[src/rtl/clkdiv_pkg.sv]
// Shared types and helpers for the programmable clock divider and the output clock mux.
package clkdiv_pkg;

  // Default width of the ratio field; the largest ratio is 2**DefaultDivW - 1.
  localparam int unsigned DefaultDivW = 8;

  typedef logic [DefaultDivW-1:0] ratio_t;

  // Ratios 0 and 1 cannot be divided; the output mux passes clkin straight through instead.
  function automatic logic is_bypass(input ratio_t n);
    return n < ratio_t'(2);
  endfunction

endpackage

[src/rtl/clkdiv_phase_gen.sv]
// Counter and phase flops for the divider. Even ratios use the posedge phase alone. Odd ratios
// OR in a copy of it retimed by half a clkin cycle, which stretches the high time to N/2 cycles.
module clkdiv_phase_gen #(
  parameter int unsigned DIV_W = 8
) (
  input  logic             clkin,
  input  logic             rst,
  input  logic [DIV_W-1:0] act_ratio_i,    // ratio in effect this cycle
  input  logic             bypass_i,       // bypass in effect this cycle
  input  logic             bypass_next_i,  // bypass state taking effect at this posedge
  output logic             boundary_o,     // this posedge ends a period
  output logic             clkdiv_o
);

  logic [DIV_W-1:0] cnt_q, cnt_d;
  logic [DIV_W-1:0] half;
  logic             pos_q, pos_d;
  logic             neg_q;
  logic             was_byp_q;
  logic             wrap;

  assign half = act_ratio_i >> 1;
  assign wrap = (cnt_q == act_ratio_i - DIV_W'(1));

  // The first posedge after leaving bypass is also a boundary. It starts a full period, so the
  // first high phase after bypass exit is never shortened.
  assign boundary_o = bypass_i | was_byp_q | wrap;

  // Next count and next posedge phase; a new period always opens with the phase high, unless
  // bypass is in force now or is taking effect at this edge.
  always_comb begin
    cnt_d = cnt_q + DIV_W'(1);
    pos_d = 1'b0;
    if (boundary_o) begin
      cnt_d = '0;
      pos_d = ~bypass_i & ~bypass_next_i;
    end else begin
      pos_d = (cnt_d < half);
    end
  end

  // Posedge state: counter, main phase and the one-cycle bypass history.
  always_ff @(posedge clkin or posedge rst) begin
    if (rst) begin
      cnt_q     <= '0;
      pos_q     <= 1'b0;
      was_byp_q <= 1'b0;
    end else begin
      cnt_q     <= cnt_d;
      pos_q     <= pos_d;
      was_byp_q <= bypass_i;
    end
  end

  // Half-cycle retimed copy of the main phase, used only for odd ratios.
  always_ff @(negedge clkin or posedge rst) begin
    if (rst) begin
      neg_q <= 1'b0;
    end else begin
      neg_q <= pos_q;
    end
  end

  // Both phases are low at every boundary. The parity select can therefore change with
  // act_ratio without a glitch.
  assign clkdiv_o = act_ratio_i[0] ? (pos_q | neg_q) : pos_q;

  // Safety net for the glitch-free changeover argument above.
  always_ff @(posedge clkin) begin
    if (!rst) begin
      assert (!boundary_o || (!pos_q && !neg_q))
        else $error("clkdiv_phase_gen: phase high at a period boundary");
      assert (bypass_i || (cnt_q < act_ratio_i))
        else $error("clkdiv_phase_gen: counter outside the active ratio");
    end
  end

endmodule

[src/rtl/prog_clk_divider.sv]
// Programmable integer clock divider. A written ratio is held in a shadow register and is
// applied only at a period boundary, so clkdiv never produces a runt pulse.
module prog_clk_divider
  import clkdiv_pkg::*;
#(
  parameter int unsigned DIV_W     = DefaultDivW,
  parameter int unsigned RST_RATIO = 2
) (
  input  logic             clkin,
  input  logic             rst,
  input  logic             cfg_wr,
  input  logic [DIV_W-1:0] cfg_ratio,
  output logic             cfg_busy,
  output logic [DIV_W-1:0] act_ratio,
  output logic             clkdiv,
  output logic             bypass
);

  localparam logic [DIV_W-1:0] RstRatio  = DIV_W'(RST_RATIO);
  localparam logic             RstBypass = (RST_RATIO < 2);

  logic [DIV_W-1:0] pend_q, pend_d;
  logic [DIV_W-1:0] act_q, act_d;
  logic             busy_q, busy_d;
  logic             byp_q, byp_d;
  logic             boundary;
  logic             apply;
  logic             pend_byp;

  // The package helper covers ratios up to its own width; wider builds compare directly.
  if (DIV_W <= DefaultDivW) begin : g_pkg_byp
    assign pend_byp = is_bypass(ratio_t'(pend_q));
  end else begin : g_wide_byp
    assign pend_byp = (pend_q < DIV_W'(2));
  end

  assign apply = boundary & busy_q;

  // Shadow/apply next state. A write on the same edge as an apply wins the shadow register and
  // the busy flag, so the older pending value is applied and the new one stays pending.
  always_comb begin
    pend_d = cfg_wr ? cfg_ratio : pend_q;
    busy_d = cfg_wr | (busy_q & ~boundary);
    act_d  = apply ? pend_q : act_q;
    byp_d  = apply ? pend_byp : byp_q;
  end

  // Configuration registers. Outputs come straight from these flops, so nothing on cfg_* reaches
  // an output combinationally.
  always_ff @(posedge clkin or posedge rst) begin
    if (rst) begin
      pend_q <= RstRatio;
      act_q  <= RstRatio;
      busy_q <= 1'b0;
      byp_q  <= RstBypass;
    end else begin
      pend_q <= pend_d;
      act_q  <= act_d;
      busy_q <= busy_d;
      byp_q  <= byp_d;
    end
  end

  clkdiv_phase_gen #(
    .DIV_W (DIV_W)
  ) u_phase_gen (
    .clkin         (clkin),
    .rst           (rst),
    .act_ratio_i   (act_q),
    .bypass_i      (byp_q),
    .bypass_next_i (byp_d),
    .boundary_o    (boundary),
    .clkdiv_o      (clkdiv)
  );

  assign cfg_busy  = busy_q;
  assign act_ratio = act_q;
  assign bypass    = byp_q;

endmodule

[config.mk]
export PLATFORM = sky130hd
export DESIGN_NAME = prog_clk_divider
export DESIGN_NICKNAME = d
export VERILOG_FILES = /design/src/rtl/clkdiv_pkg.sv /design/src/rtl/clkdiv_phase_gen.sv /design/src/rtl/prog_clk_divider.sv
export SDC_FILE = /design/constraint.sdc
export NUM_CORES = 1
export LEC_CHECK = 0
export BUFFER_PORTS_ARGS = -buffer_cell sky130_fd_sc_hd__buf_2
export CELL_PAD_IN_SITES_DETAIL_PLACEMENT = 1
export CELL_PAD_IN_SITES_GLOBAL_PLACEMENT = 1
export CORE_ASPECT_RATIO = 0.75
export CORE_UTILIZATION = 49
export DETAILED_ROUTE_END_ITERATION = 10
export PLACE_DENSITY = 0.86
export REMOVE_ABC_BUFFERS = 1
export SYNTH_ARGS = -nofsm -noshare
export SYNTH_HDL_FRONTEND = slang
export SYNTH_SLANG_ARGS = --single-unit
[constraint.sdc]
create_clock -name clkin -period 7.1 [get_ports clkin]
set_input_delay 0.355 -clock clkin [delete_from_list [all_inputs] [get_ports clkin]]
set_output_delay 0.355 -clock clkin [all_outputs]
set_load 0.005 [all_outputs]
==> reports/qor.txt <==
1st-pass router iterations: 4
CTS tree: yes
buffers and inverters on the worst path: 1
final worst slack: 2270 ps
Initial DRC Count: 18
post-route ant nets: 0
Tot GR Track Use: 25.1%
post-layout net count: 181
Final Max Slew Viols: 0
post-layout power: 337 uW
worst r2r src: u_phase_gen.pos_q
depth of the most critical reg-to-reg path: 0
Initial Util: 53.6%
clock slew at reported path FFs: 60 ps
final hold slack: 301 ps
flops & latches, synth: 29
port bufs: 21
mean post-synth cell area: 12.0 um2
# resized after CTS: 0
endpoints failing hold: 0
Top FF cell, synth: dfrtp_1
final setup TNS: 0 ps
pwr dens: 180 mW/mm2
RSZ-0062 raised after global routing: false
gpl congestion: 0.766
GR Util met1: 31.8%
top cell type's share of synthesized area: 39.9%
WP depth: 2
met2 Usage GRT: 42.5%
# H-tree levels: 2
Post-Syn Area: 0.00163 mm2
Synth top cells by count: dfrtp_1 (26), inv_1 (10), mux2_2 (9)
root buf cell: clkbuf_8
gr busiest metal: met2
CP Class: reg2out
number of synthesized flops with an enable pin: 0
clock buffer count from CTS: 5
Max-cap violations: 0
first-pass GRT wire length: 6240 um
CP top delay family: flip-flops
DIE HEIGHT: 52.0 um
Ys Warns: 0
cell with the most instances after synthesis: dfrtp_1
initial antenna violation count: 0
reg2reg end: u_phase_gen.neg_q
vias per cell: 5.58
post-CTS setup buffers: 0
fillers: 320
CP peak stage delay: 330 ps
dpl cell area: 0.00178 mm2
Final Cell Area: 0.00188 mm2
CP max-delay cell: dfrtn_1
core footprint: 0.00304 mm2
Ports: 22
outcome: completed
Total Wirelength: 3730 um
Least-Margin Pin Slew: 1090 ps
R2R Setup Slk: 3010 ps
hpwl dp: 2750 um
met3 Use GR: 5.92%
Die X: 68.6 um
wire per inst: 18.6 um
vias in the first global route: 1277
hold_buf cts: 0
crit end category: output port
global route total overflow: 0
synth top area cells: dfrtp_1 (40%), mux2_4 (7.4%), mux2_2 (6.2%)
VDD IR max: 110 uV
Hold Path Stages: 2
CP arrival: 4480 ps
critical-path cell list: a21o_2 > buf_2
leakage: 0.900 nW
area of the die: 0.00356 mm2
layout cells sized above 1: 39.3%
post-synth top area cell: dfrtp_1
final setup fails: 0
detailed-route via count: 1121
ant diodes: 0
setup slack after placement: 2240 ps
sink of the worst hold path: pend_q[3]
Worst Skew: 7.59 ps
Area Growth Syn to Fin: 15.1%
pin count of the biggest net entering global routing: 30
worst hold path class: in2reg
Cell variety after synth: 42
Clock Path Buffers: 2
Slew headroom: 27.1%
sequential-to-total area share from yosys stat: 44.7%
CP startpoint kind: flip-flop
drt drc: 0
Gate Count Post-Synth: 136
row cnt: 17
hold_sp: cfg_ratio[3]
Clock Sinks: 29
Critical Path RT: 6740 ps
fraction of registers with async set/reset: 100%
worst-skew pair later-pin latency: 290 ps
crit-path max FO: 1
where the power goes:
| part | internal (mW) | switching (mW) | leakage [nW] | total (mW) |
|---|---|---|---|---|
| Sequential | 0.170 | 0.00367 | 0.362 | 0.174 |
| Combinational | 0.00643 | 0.00611 | 0.483 | 0.0125 |
| Clock | 0.0874 | 0.0630 | 0.0542 | 0.150 |
| Total | 0.264 | 0.0728 | 0.900 | 0.337 |
stage by stage:
stage	instances	utilization [%]
floorplan	134	-
global placement	193	58.4
detailed placement	193	58.4
CTS	201	61.7
global route	201	61.7
finish	201	61.7
layer usage:
layer	vias to the layer above	wire length, um
met5	-	0
met4	0	20
met3	2	104
met2	17	1830
met1	570	1780
li1	532	-
how the worst max path moves through the flow:
stage                            from           endpoint
CTS                 u_phase_gen.neg_q             clkdiv
detailed placement                rst  u_phase_gen.neg_q
global route        u_phase_gen.neg_q             clkdiv
floorplan                         rst  u_phase_gen.neg_q
finish              u_phase_gen.neg_q             clkdiv
global placement                  rst  u_phase_gen.neg_q
state kept, by name, indices dropped and copies added (netlist names):
signal and flops:
cfg_busy 1, u_phase_gen.neg_q 1, u_phase_gen.cnt_q 8, bypass 1, u_phase_gen.pos_q 1, u_phase_gen.was_byp_q 1, act_ratio 8, pend_q 8
logic make-up after synthesis:
group,Yosys count,share of synthesized area [%]
AOI/OAI and AO/OA,17,9.06
xor gates and xnor gates,15,8.06
adders and majority gates,9,6.75
buffers and inverters,12,2.76
DFF,29,44.7
muxes,17,13.6
and+or+nand+nor,37,15.1
cells in the final DEF, fill, tap and decap left out, types with 2 or more instances in the layout:
cell type	n
clkbuf_8	7
dfstp_2	2
nor4_1	2
xnor2_1	8
o21a_1	2
and3_2	7
buf_2	21
ha_1	8
mux2_2	9
xor2_1	7
nand3_1	5
dfrtp_1	26
nand2_1	5
mux2_4	8
inv_1	10
a21oi_1	3
nor2_1	5
o21ai_0	2
layout make-up:
| type | count | area, um2 | share of cell area, % |
|---|---|---|---|
| Sequential cell | 29 | 728 | 38.8 |
| Tap cell | 38 | 47.5 | 2.53 |
| Timing Repair Buffer | 21 | 105 | 5.60 |
| Inverter | 10 | 37.5 | 2.00 |
| Multi-Input combinational cell | 95 | 857 | 45.7 |
| Clock inverter | 1 | 5.00 | 0.267 |
| Clock buffer | 7 | 96.3 | 5.13 |
Note: power is estimated with default switching activity, not from simulation.
